### config.mk
export PLATFORM = sky130hd
export DESIGN_NAME = fpu_fixed_lat_retire
export DESIGN_NICKNAME = d
export VERILOG_FILES = /design/src/rtl/fpu_pkg.sv /design/src/rtl/retire_fifo.sv /design/src/rtl/fpu_fixed_lat_retire.sv
export SDC_FILE = /design/constraint.sdc
export NUM_CORES = 1
export LEC_CHECK = 0
export CELL_PAD_IN_SITES_DETAIL_PLACEMENT = 1
export CELL_PAD_IN_SITES_GLOBAL_PLACEMENT = 2
export CORE_ASPECT_RATIO = 0.8
export CORE_MARGIN = 10
export CORE_UTILIZATION = 40
export CTS_CLUSTER_DIAMETER = 80
export DETAILED_ROUTE_END_ITERATION = 8
export GPL_TIMING_DRIVEN = 0
export PLACE_DENSITY_LB_ADDON = 0.1
export SLEW_MARGIN = 10
export SYNTH_ARGS = -nofsm -noshare
export SYNTH_HDL_FRONTEND = slang
export SYNTH_HIERARCHICAL = 1
export SYNTH_SLANG_ARGS = --single-unit
export TNS_END_PERCENT = 30
### constraint.sdc
create_clock -name sys_clk -period 4.23 [get_ports sys_clk]
set_input_delay 0.846 -clock sys_clk [delete_from_list [all_inputs] [get_ports sys_clk]]
set_output_delay 0.846 -clock sys_clk [all_outputs]
set_load 0.03 [all_outputs]
### src/rtl/fpu_pkg.sv
// Shared FPU definitions for the retire path.
// Provides default tag/result widths, the destination tag type, the retire
// entry record and the latency of the integer-to-float converter.
package fpu_pkg;

  localparam int unsigned FPU_TAG_W    = 5;
  localparam int unsigned FPU_DATA_W   = 32;
  localparam int unsigned ITOF_LATENCY = 2;

  typedef logic [FPU_TAG_W-1:0] fpu_tag_t;

  typedef struct packed {
    fpu_tag_t                tag;
    logic [FPU_DATA_W-1:0]   data;
  } retire_entry_t;

endpackage

### src/rtl/retire_fifo.sv
// Retire FIFO: DEPTH entries of entry_t, head read combinationally from
// registered storage. Only pointers and count are reset; storage is not.
// Ports:
//   clk_i, rst_ni   clock, asynchronous active-low reset
//   push_i          write push_data_i at the tail (ignored when full, unless popping)
//   pop_i           advance the head (ignored when empty)
//   head_o          entry at the head
//   count_o         current occupancy, 0..DEPTH
//   full_o, empty_o occupancy flags
module retire_fifo
  import fpu_pkg::*;
#(
  parameter int unsigned DEPTH = 4,
  parameter type entry_t = retire_entry_t,
  localparam int unsigned PtrW = $clog2(DEPTH),
  localparam int unsigned CntW = $clog2(DEPTH + 1)
) (
  input  logic            clk_i,
  input  logic            rst_ni,
  input  logic            push_i,
  input  entry_t          push_data_i,
  input  logic            pop_i,
  output entry_t          head_o,
  output logic [CntW-1:0] count_o,
  output logic            full_o,
  output logic            empty_o
);

  entry_t          mem_q [DEPTH];
  logic [PtrW-1:0] wr_ptr_q, wr_ptr_d;
  logic [PtrW-1:0] rd_ptr_q, rd_ptr_d;
  logic [CntW-1:0] count_q, count_d;
  logic            push_ok, pop_ok;

  assign full_o  = (count_q == CntW'(DEPTH));
  assign empty_o = (count_q == '0);
  assign pop_ok  = pop_i & ~empty_o;
  // A push into a full FIFO is only legal when the head leaves on the same edge.
  assign push_ok = push_i & (~full_o | pop_ok);

  assign head_o  = mem_q[rd_ptr_q];
  assign count_o = count_q;

  always_comb begin
    wr_ptr_d = wr_ptr_q;
    rd_ptr_d = rd_ptr_q;
    count_d  = count_q;
    if (push_ok) wr_ptr_d = wr_ptr_q + PtrW'(1);
    if (pop_ok)  rd_ptr_d = rd_ptr_q + PtrW'(1);
    unique case ({push_ok, pop_ok})
      2'b10:   count_d = count_q + CntW'(1);
      2'b01:   count_d = count_q - CntW'(1);
      default: count_d = count_q;
    endcase
  end

  always_ff @(posedge clk_i or negedge rst_ni) begin
    if (!rst_ni) begin
      wr_ptr_q <= '0;
      rd_ptr_q <= '0;
      count_q  <= '0;
    end else begin
      wr_ptr_q <= wr_ptr_d;
      rd_ptr_q <= rd_ptr_d;
      count_q  <= count_d;
    end
  end

  always_ff @(posedge clk_i) begin
    if (push_ok) mem_q[wr_ptr_q] <= push_data_i;
  end

endmodule

### src/rtl/fpu_fixed_lat_retire.sv
// Retire buffer for fixed-latency, non-stallable FPU units.
// Issues tagged operations into the unit, carries the tag alongside through a
// delay line of the unit's latency, queues {tag, result} and drains it to
// writeback under valid/ready. Credits stop issue before the queue could
// overflow; err flags any disagreement between the unit and the delay line.
// Ports:
//   sys_clk, rst                  clock, asynchronous active-low reset
//   issue_valid/tag/ready         dispatch handshake
//   unit_in_valid                 unit input-valid (= accepted issue)
//   unit_out_valid, unit_y        unit result
//   wb_valid/tag/data/ready       writeback handshake, FIFO head
//   err                           sticky protocol error
module fpu_fixed_lat_retire
  import fpu_pkg::*;
#(
  parameter int unsigned LATENCY = ITOF_LATENCY,
  parameter int unsigned DEPTH   = 4,
  parameter int unsigned TAG_W   = FPU_TAG_W,
  parameter int unsigned DATA_W  = FPU_DATA_W
) (
  input  logic              sys_clk,
  input  logic              rst,
  input  logic              issue_valid,
  input  logic [TAG_W-1:0]  issue_tag,
  output logic              issue_ready,
  output logic              unit_in_valid,
  input  logic              unit_out_valid,
  input  logic [DATA_W-1:0] unit_y,
  output logic              wb_valid,
  output logic [TAG_W-1:0]  wb_tag,
  output logic [DATA_W-1:0] wb_data,
  input  logic              wb_ready,
  output logic              err
);

  localparam int unsigned CntW   = $clog2(DEPTH + 1);
  localparam int unsigned InflW  = $clog2(LATENCY + 1);
  localparam int unsigned SumW   = $clog2(DEPTH + LATENCY + 1);
  localparam int unsigned GuardW = $clog2(LATENCY + 1);

  typedef struct packed {
    logic [TAG_W-1:0]  tag;
    logic [DATA_W-1:0] data;
  } entry_t;

  logic               issue_fire;
  logic               ready_en_q;
  logic [LATENCY-1:0] dl_v_q;
  logic [TAG_W-1:0]   dl_tag_q [LATENCY];
  logic               exit_v;
  logic [InflW-1:0]   inflight;
  logic [SumW-1:0]    credit_used;
  logic [CntW-1:0]    fifo_count;
  logic               fifo_full, fifo_empty;
  logic               pop, drop, mismatch;
  logic [GuardW-1:0]  guard_q, guard_d;
  logic               guard_done;
  logic               err_q, err_d;
  entry_t             push_entry, head;

  // Delay line and credit
  assign exit_v = dl_v_q[LATENCY-1];

  always_comb begin
    inflight = '0;
    for (int k = 0; k < LATENCY; k++) inflight = inflight + InflW'(dl_v_q[k]);
  end

  // A same-cycle pop is deliberately not credited: ready stays off the
  // writeback combinational path.
  assign credit_used   = SumW'(fifo_count) + SumW'(inflight);
  assign issue_ready   = ready_en_q & (credit_used < SumW'(DEPTH));
  assign issue_fire    = issue_valid & issue_ready;
  assign unit_in_valid = issue_fire;

  always_ff @(posedge sys_clk or negedge rst) begin
    if (!rst) begin
      ready_en_q <= 1'b0;
      dl_v_q     <= '0;
    end else begin
      ready_en_q <= 1'b1;
      dl_v_q[0]  <= issue_fire;
      for (int k = 1; k < LATENCY; k++) dl_v_q[k] <= dl_v_q[k-1];
    end
  end

  always_ff @(posedge sys_clk) begin
    dl_tag_q[0] <= issue_tag;
    for (int k = 1; k < LATENCY; k++) dl_tag_q[k] <= dl_tag_q[k-1];
  end

  // Retire queue
  assign pop        = ~fifo_empty & wb_ready;
  assign push_entry = '{tag: dl_tag_q[LATENCY-1], data: unit_y};

  retire_fifo #(
    .DEPTH  (DEPTH),
    .entry_t(entry_t)
  ) u_fifo (
    .clk_i      (sys_clk),
    .rst_ni     (rst),
    .push_i     (exit_v),
    .push_data_i(push_entry),
    .pop_i      (pop),
    .head_o     (head),
    .count_o    (fifo_count),
    .full_o     (fifo_full),
    .empty_o    (fifo_empty)
  );

  assign wb_valid = ~fifo_empty;
  assign wb_tag   = head.tag;
  assign wb_data  = head.data;

  // Error tracking. The unit has no reset, so for LATENCY cycles after
  // release it may still emit valids from before reset; those are ignored.
  assign guard_done = (guard_q == GuardW'(LATENCY));
  assign guard_d    = guard_done ? guard_q : guard_q + GuardW'(1);
  assign mismatch   = guard_done & (unit_out_valid != exit_v);
  assign drop       = exit_v & fifo_full & ~pop;
  assign err_d      = err_q | mismatch | drop;
  assign err        = err_q;

  always_ff @(posedge sys_clk or negedge rst) begin
    if (!rst) begin
      guard_q <= '0;
      err_q   <= 1'b0;
    end else begin
      guard_q <= guard_d;
      err_q   <= err_d;
    end
  end

endmodule

==> flow_summary.json, run 1 <==
{
  "numCtsBuffers": 17,
  "wl_per_cell_um": 19.7,
  "p_clk_share_pct": 27.7,
  "yosys.cell_types.count": 31,
  "start_kind": "flop",
  "path_clk_slew_ps": 60,
  "postRouteAntennaNets": 0,
  "place_area_um2": 7340,
  "powerDensity_nw_per_um2": 686,
  "cts-root-buf": "clkbuf_16",
  "intPower_mw": 3.72,
  "ys_seq_area_share_pct": 79.4,
  "htree_levels": 4,
  "rsz0062_at_grt": "false",
  "syn_to_final_growth_pct": 26.5,
  "post_cts_buffers": 0,
  "fp.dieW_um": 160,
  "slew_headroom_pct": 26.1,
  "setup_viol": 0,
  "whs_path_depth": 0,
  "period_share_pct": 79.1,
  "nets": 420,
  "overflow": 0,
  "synthCells": 269,
  "dpl.hpwl_um": 7220,
  "layout_commonest_cell": "edfxtp_1",
  "power_frac_seq_pct": 38.5,
  "most-common-layout-cells": "edfxtp_1, clkdlybuf4s50_1, mux4_2, clkbuf_16, dfrtp_1",
  "finalHoldViolCount": 0,
  "grt_pass1_wl_um": 18700,
  "crit_arrival_ps": 2500,
  "finalHoldWorstSlack_ps": 330,
  "hold_buffers": 0,
  "pre_cts_slack_ps": 1090,
  "r2r_start": "u_fifo/count_o[0]$_DFFE_PN0P_",
  "layout-drive-gt1-share_pct": 21.1,
  "crit_fanout": 10,
  "drtPass1Iterations": 4,
  "end_kind": "output port",
  "worstSkewPairLatency_ps": 430,
  "grt_pass1_vias": 3151,
  "portBuffers": 82,
  "die_h_um": 132,
  "skew_ps": 7.93,
  "gp_congestion": 0.662,
  "dieArea_um2": 21100,
  "grt_max_degree": 38,
  "hold_path_startpoint": "dl_tag_q[0][4]$_DFF_P_",
  "switching_power_mw": 1.71,
  "rrSetupSlack_ps": 1820,
  "fmax_ghz": 0.299,
  "yosysWarnings": 6,
  "p_leak_nw": 2.65,
  "synth-edff-count": 148,
  "status": "finished clean",
  "clock_sinks": 171,
  "hold_path_class": "flop to flop",
  "r2r_cells": 10,
  "grt_antenna_before_repair": 0,
  "cts_resized": 0,
  "worstMarginPinSlew_ps": 1110,
  "synth_area_um2": 6260,
  "worst_slack_ps": 886,
  "power_frac_comb_pct": 33.9,
  "r2r-end": "u_fifo/count_o[2]$_DFFE_PN0P_",
  "synth-seq-cells": 171,
  "core_um2": 15200,
  "drc": 0,
  "p_sw_share_pct": 31.4,
  "hold_end": "dl_tag_q[0][9]$_DFF_P_",
  "antennaDiodeCount": 0,
  "fp-row-count": 40,
  "wl_um": 11700,
  "max_cap_viol_count": 0,
  "crit_type": "flop to output port",
  "synth_flop_cell": "edfxtp_1",
  "syn_nets": 319,
  "drtIter0Drc": 159,
  "postLayoutCellArea_um2": 7920,
  "cts_tree": "yes",
  "boundaryPins": 83,
  "start_util_pct": 41.3,
  "finalSetupTns_ps": 0,
  "via_per_inst": 4.85,
  "clockBufferDepth": 2,
  "drv_slew": 0,
  "grt.total_usage_pct": 11.7,
  "ir_drop_mv": 0.332,
  "synthArstFlopShare_pct": 7.60,
  "num_vias": 2877,
  "fin_crit_ps": 3340,
  "syn_avg_cell_area_um2": 23.3,
  "worstPathRequired_ps": 3380
}
==> metrics by stage <==
step           utilization (%)  total power [mW]  cells
2_1_floorplan                -              3.31    269
3_3_place_gp              48.4              4.00    561
3_5_place_dp              48.4              4.02    561
4_1_cts                   52.2              5.54    593
5_1_grt                   52.2              5.72    593
6_report                  52.2              5.43    593
==> synthesized netlist by cell type, types with 2 or more instances <==
cell        n  share of area, %
edfxtp_1  148                71
mux4_2     37                13
dfrtp_1    13               5.2
inv_1      11              0.66
dfxtp_1    10               3.2
ha_1        7               1.4
buf_2       5              0.40
and2_2      4              0.48
xnor2_1     4              0.56
mux2i_1     3              0.48
nand2_1     3              0.18
xor2_1      3              0.42
buf_4       2              0.24
nor2_1      2              0.12
==> metal layers <==
metal / track usage (%) / routed length (um)
met2: 18.4 / 5800
met4: 4.12 / 129
met5: 0 / 0
met1: 14.4 / 5230
met3: 4.78 / 538
==> power by group through the flow <==
| stage | clock network [mW] | logic, mW | registers (mW) |
|---|---|---|---|
| 6_report | 1.50 | 1.84 | 2.09 |
| 5_1_grt | 1.63 | 1.98 | 2.11 |
| 4_1_cts | 1.55 | 1.90 | 2.09 |
| 3_5_place_dp | 0 | 1.89 | 2.13 |
| 3_3_place_gp | 0 | 1.88 | 2.12 |
| 2_1_floorplan | 0 | 1.22 | 2.10 |
==> how the worst max path moves through the flow <==
stage / start / to / slack (ps) / cells after the start
floorplan: u_fifo/count_o[0]$_DFFE_PN0P_ / unit_in_valid / 1820 / 4
global placement: issue_valid / unit_in_valid / 1070 / 4
finish: u_fifo/rd_ptr_q[0]$_DFFE_PN0P_ / wb_data[21] / 890 / 4
detailed placement: issue_valid / unit_in_valid / 1090 / 4
CTS: u_fifo/rd_ptr_q[0]$_DFFE_PN0P_ / wb_data[21] / 790 / 4
global route: u_fifo/rd_ptr_q[0]$_DFFE_PN0P_ / wb_data[21] / 720 / 4
==> layout make-up <==
cell class                 instances  area [um2]
timing repair buffer              82         821
clock inverter                    14         144
fill                            1367        7250
sequential                       171        4970
tap                              210         263
clock buffer                      18         429
multi-input combinational         79        1200
buffer                             8        43.8
inverter                          11        41.3
==> cell families (layout without fill, tap and decap cells) <==
group | count (synthesis) | after routing | synth area share, %
flip-flops | 171 | 171 | 79.4
other | 1 | 1 | 0.0599
AO/OA/AOI/OAI | 6 | 6 | 0.820
adder cells (fa/ha/maj) | 8 | 8 | 1.72
multiplexers | 41 | 41 | 14.0
buffers and inverters | 19 | 133 | 1.36
XOR/XNOR | 7 | 7 | 0.980
AND/OR/NAND/NOR | 16 | 16 | 1.62
==> flip-flops by register name (all words and copies together), names as in the netlist <==
register and cells:
guard_q 2, u_fifo/wr_ptr_q 2, u_fifo/rd_ptr_q 2, err 1, dl_v_q 2, u_fifo/mem_q 148, ready_en_q 1, u_fifo/count_o 3
dl_tag_q 10
==> worst max-delay path: stages (launching register included) <==
cell and delay (ps):
dfrtp_1 370, buf_4 250, buf_4 280, mux4_2 550, clkdlybuf4s50_1 620
Note: power is estimated with default switching activity, not from simulation.
==> run 2: changes to the inputs <==
--- a/config.mk
+++ b/config.mk
@@ -9,7 +9,7 @@
 export CELL_PAD_IN_SITES_GLOBAL_PLACEMENT = 2
 export CORE_ASPECT_RATIO = 0.8
 export CORE_MARGIN = 10
-export CORE_UTILIZATION = 40
+export CORE_UTILIZATION = 38
 export CTS_CLUSTER_DIAMETER = 80
 export DETAILED_ROUTE_END_ITERATION = 8
 export GPL_TIMING_DRIVEN = 0
==> constraint.sdc (replaced) <==
create_clock -name sys_clk -period 3 [get_ports sys_clk]
set_input_delay 0.6 -clock sys_clk [delete_from_list [all_inputs] [get_ports sys_clk]]
set_output_delay 0.6 -clock sys_clk [all_outputs]
set_load 0.03 [all_outputs]
==> run 2 against run 1 <==
Critical path depth shrank 1. Sequential share of layout area shrank 0.60 points. Clock skew grew 2.1 ps. Wire length grew 7.3%. Cell area grew 0.96%. Critical path type unchanged. Highest routed layer unchanged.
==> flow_summary.json, run 2 (synthesis gave the netlist of run 1 again) <==
{
  "powerDensity_nw_per_um2": 978,
  "nets": 420,
  "drtIter0Drc": 164,
  "status": "finished clean",
  "numCtsBuffers": 17,
  "final_cells": 599,
  "cp_cell_sequence": "clkbuf_4 > mux4_2 > clkdlybuf4s50_1",
  "slew_headroom_pct": 24.4,
  "worst_slack_ps": 129,
  "drv_slew": 0,
  "overflow": 0,
  "worstSkewPairLatency_ps": 420,
  "startpoint": "u_fifo/rd_ptr_q[0]$_DFFE_PN0P_",
  "end_kind": "output port",
  "drc": 0,
  "pre_cts_slack_ps": 232,
  "boundaryPins": 83,
  "postRouteAntennaNets": 0,
  "finalHoldViolCount": 0,
  "wl_per_cell_um": 20.9,
  "crit_fanout": 10,
  "max_cap_viol_count": 0,
  "crit_arrival_ps": 2270,
  "fill_cells": 1445,
  "core_um2": 16000,
  "fin_crit_ps": 2870,
  "dieArea_um2": 22000,
  "cp.buffers_inverters": 2,
  "place_inst": 566,
  "start_kind": "flop",
  "drtPass1Iterations": 4,
  "die_h_um": 135,
  "p_total_mw": 7.81,
  "clock_sinks": 171,
  "grt_pass1_vias": 3346,
  "fmax_ghz": 0.348,
  "hold_path_class": "flop to flop",
  "grt_antenna_before_repair": 1,
  "most-common-layout-cells": "edfxtp_1, clkdlybuf4s50_1, mux4_2, clkbuf_16, dfrtp_1",
  "post_cts_buffers": 0,
  "cts_tree": "yes",
  "wl_um": 12500,
  "largest-register": "u_fifo/mem_q",
  "crit_path_top_delay_cell": "clkdlybuf4s50_1",
  "crit_family": "buffers and inverters",
  "clockBufferDepth": 2,
  "path_clk_slew_ps": 60,
  "crit_type": "flop to output port",
  "fp-row-count": 41,
  "setup_viol": 0,
  "grt_max_degree": 38,
  "layout_commonest_cell": "edfxtp_1",
  "gp_congestion": 0.681,
  "start_util_pct": 39.2,
  "grt.total_usage_pct": 12.2,
  "hold_buffers": 0,
  "fp.dieW_um": 163,
  "layout-drive-gt1-share_pct": 21.4,
  "hold_path_startpoint": "dl_tag_q[0][0]$_DFF_P_",
  "portBuffers": 82,
  "r2r_start": "u_fifo/count_o[0]$_DFFE_PN0P_",
  "num_vias": 2881,
  "finalSetupTns_ps": 0,
  "utilization_pct": 50.1,
  "htree_levels": 4,
  "dpl.hpwl_um": 7600,
  "rsz0062_at_grt": "true",
  "p_leak_nw": 2.73,
  "via_per_inst": 4.81,
  "cpPeakStageDelay_ps": 610,
  "worstPathRequired_ps": 2400,
  "cts-root-buf": "clkbuf_16",
  "ir_drop_mv": 0.402,
  "syn_to_final_growth_pct": 27.7,
  "worstMarginPinSlew_ps": 1130,
  "largest_reg_flops": 148,
  "skew_ps": 10.0,
  "period_share_pct": 95.7,
  "grt_pass1_wl_um": 19800
}
[run 2: cell types whose count changed in the layout (fill, tap and decap cells not counted), moves of 2 or more]
cell	change
clkdlybuf4s50_1	-12
dlygate4sd2_1	+10
buf_2	-5
clkbuf_16	+4
clkbuf_4	+3
clkinvlp_4	-3
clkbuf_8	+2
clkinv_1	-2
dlymetal6s2s_1	+2
inv_6	-2
[run 2: through the flow]
stage | area (um2) | hold slack (ps)
after floorplan | 6260 | 304
after global placement | 7350 | 314
after detailed placement | 7350 | 313
after CTS | 7970 | 329
after global routing | 7990 | 335
final | 7990 | 327
[run 2: worst reg2reg max path, stage by stage, from the launching register on]
cell,delay (ps)
dfrtp_1,440
nor3_1,390
nor2b_4,90
o21a_4,260
inv_1,60
ha_1,190
inv_1,60
fa_1,370
xor2_1,150
nor2_1,120
xor2_1,150
[run 2: path summary, 6_finish.rpt]
path / end / slack, ps / depth (start not counted)
setup reg to reg: u_fifo/count_o[2]$_DFFE_PN0P_ / 640 / 10
min in group asynchronous: ready_en_q$_DFF_PN0_ / 570 / 1
setup / recovery: wb_data[5] / 130 / 3
max in group asynchronous: u_fifo/wr_ptr_q[1]$_DFFE_PN0P_ / 2010 / 1
hold / removal: dl_tag_q[0][5]$_DFF_P_ / 330 / 0
hold reg to reg: dl_tag_q[0][5]$_DFF_P_ / 330 / 0
[run 2: metal layers]
metal,global-route usage [%],up-vias,share of wire [%]
met2,19.6,68,49
met4,4.16,0,1.2
li1,-,1296,-
met5,0,-,0
met1,14.5,1503,44
met3,5.07,14,5.7
[run 2: timing repair]
item | in CTS | in global routing
resized for setup | 11 | 10
endpoints found under the setup margin | 28 | 28
gates cloned | 0 | 0
[run 2: layout make-up]
cell class                      instances  area [um2]  share of cell area, %
Antenna cell                            1        2.50                 0.0313
Buffer                                  8        61.3                  0.767
Clock buffer                           26         564                   7.06
Clock inverter                          6        66.3                  0.830
Inverter                               11        41.3                  0.517
Multi-Input combinational cell         79        1200                   15.1
Sequential cell                       171        4970                   62.2
Tap cell                              215         269                   3.37
Timing Repair Buffer                   82         813                   10.2
[run 2: where the power goes]
| part | internal (mW) | switching (mW) | total, mW |
|---|---|---|---|
| logic | 1.15 | 1.45 | 2.60 |
| registers | 2.85 | 0.103 | 2.95 |
| clock network | 1.39 | 0.870 | 2.26 |
| total | 5.39 | 2.43 | 7.81 |
==> run 3: changes to the inputs <==
--- a/config.mk
+++ b/config.mk
@@ -10,6 +10,7 @@
 export CORE_ASPECT_RATIO = 0.8
 export CORE_MARGIN = 10
 export CORE_UTILIZATION = 38
+export CTS_BUF_LIST = sky130_fd_sc_hd__clkbuf_16
 export CTS_CLUSTER_DIAMETER = 80
 export DETAILED_ROUTE_END_ITERATION = 8
 export GPL_TIMING_DRIVEN = 0
==> run 3 against run 2 <==
Utilization down 0.13 points. Fmax increased by 0.22%. Clock power is 3% lower. First-iteration DRC count is 3.7% lower. Critical endpoint is now wb_data[6]. Highest routed layer unchanged.
==> flow_summary.json, run 3 (synthesis gave the netlist of run 1 again) <==
{
  "htree_levels": 4,
  "drtPass1Iterations": 4,
  "crit_fanout": 10,
  "wl_um": 12400,
  "slew_headroom_pct": 24.6,
  "most-common-layout-cells": "edfxtp_1, clkdlybuf4s50_1, mux4_2, clkbuf_16, inv_1",
  "startpoint": "u_fifo/rd_ptr_q[0]$_DFFE_PN0P_",
  "end_kind": "output port",
  "place_area_um2": 7350,
  "path_clk_slew_ps": 60,
  "dpl.hpwl_um": 7600,
  "crit_family": "buffers and inverters",
  "cp.buffers_inverters": 2,
  "grt_antenna_before_repair": 1,
  "drtIter0Drc": 158,
  "period_share_pct": 95.5,
  "post_cts_buffers": 0,
  "powerDensity_nw_per_um2": 971,
  "cts_tree": "yes",
  "core_um2": 16000,
  "fp.dieW_um": 163,
  "grt_pass1_vias": 3342,
  "gp_congestion": 0.681,
  "cts-root-buf": "clkbuf_16",
  "start_kind": "flop",
  "layout-drive-gt1-share_pct": 20.9,
  "start_util_pct": 39.2,
  "crit_type": "flop to output port",
  "worstSkewPairLatency_ps": 420,
  "dieArea_um2": 22000,
  "numCtsBuffers": 17,
  "fin_crit_ps": 2860,
  "final_cells": 599,
  "clock_sinks": 171,
  "hold_path_startpoint": "dl_tag_q[0][0]$_DFF_P_",
  "layout_commonest_cell": "edfxtp_1",
  "fill_cells": 1447,
  "worstPathRequired_ps": 2400,
  "ff_latch_area_um2": 4970,
  "via_per_inst": 4.78,
  "largest_reg_flops": 148,
  "multi_input_area_um2": 1200,
  "boundaryPins": 83,
  "grt_pass1_wl_um": 19700,
  "cp_cell_sequence": "clkbuf_4 > mux4_2 > clkdlybuf4s50_1",
  "drc": 0,
  "wl_per_cell_um": 20.7,
  "cpPeakStageDelay_ps": 620,
  "p_total_mw": 7.74,
  "p_leak_nw": 2.73,
  "hold_buffers": 0,
  "r2r_cells": 10,
  "crit_arrival_ps": 2260,
  "portBuffers": 82,
  "crit_path_top_delay_cell": "clkdlybuf4s50_1",
  "place_inst": 566,
  "fp-row-count": 41,
  "rsz0062_at_grt": "false",
  "finalHoldViolCount": 0,
  "fmax_ghz": 0.349,
  "r2r_start": "u_fifo/count_o[0]$_DFFE_PN0P_",
  "path_depth": 3,
  "status": "finished clean",
  "drv_slew": 0,
  "overflow": 0,
  "finalSetupTns_ps": 0,
  "syn_to_final_growth_pct": 27.4,
  "setup_viol": 0,
  "nets": 420,
  "num_vias": 2866,
  "whs_path_depth": 0,
  "grt.total_usage_pct": 12.1,
  "ir_drop_mv": 0.395,
  "postLayoutCellArea_um2": 7970,
  "grt_max_degree": 38,
  "largest-register": "u_fifo/mem_q",
  "skew_ps": 10.2,
  "clockBufferDepth": 2,
  "max_cap_viol_count": 0,
  "postRouteAntennaNets": 0,
  "hold_path_class": "flop to flop",
  "worstMarginPinSlew_ps": 1130,
  "die_h_um": 135
}
## run 3: timing repair
action,4_1_cts,5_1_grt
pin swaps,0,0
cloned,0,0
endpoints found under the hold margin,0,0
endpoints found under the setup margin,27,28
resized for setup,11,10
## run 3: path summary, 6_finish.rpt
path	to	slack, ps
setup reg to reg	u_fifo/count_o[2]$_DFFE_PN0P_	640
hold reg to reg	dl_tag_q[0][5]$_DFF_P_	330
hold / removal	dl_tag_q[0][5]$_DFF_P_	330
max in group asynchronous	u_fifo/wr_ptr_q[1]$_DFFE_PN0P_	2010
min in group asynchronous	ready_en_q$_DFF_PN0_	570
setup / recovery	wb_data[6]	140
## run 3: area by class of cell
type / count / share of cell area [%]
antenna: 1 / 0.0314
inverter: 11 / 0.518
sequential: 171 / 62.3
clock buffer: 21 / 6.59
timing repair buffer: 82 / 10.2
clock inverter: 11 / 1.07
buffer: 8 / 0.769
multi-input combinational: 79 / 15.1
tap: 215 / 3.37
## run 3: stage by stage
step           hold WS (ps)  setup WS (ps)  utilization [%]
6_report                327            135             50.0
5_1_grt                 339          0.993             49.9
4_1_cts                 329          -50.0             49.8
3_5_place_dp            313            232             46.1
3_3_place_gp            314            230             46.1
2_1_floorplan           304            820                -
## run 3: metal layers
metal | GRT usage (%) | up-vias | wire (um)
met3 | 5.26 | 11 | 704
li1 | - | 1298 | -
met4 | 3.57 | 0 | 121
met5 | 0 | - | 0
met1 | 14.5 | 1491 | 5460
met2 | 19.4 | 66 | 6130
## run 3: power by group
part           internal, mW  switching (mW)  total [mW]  leakage (nW)
sequential             2.85           0.103        2.95          1.57
clock                  1.33           0.860        2.19         0.313
combinational          1.15            1.45        2.60         0.844
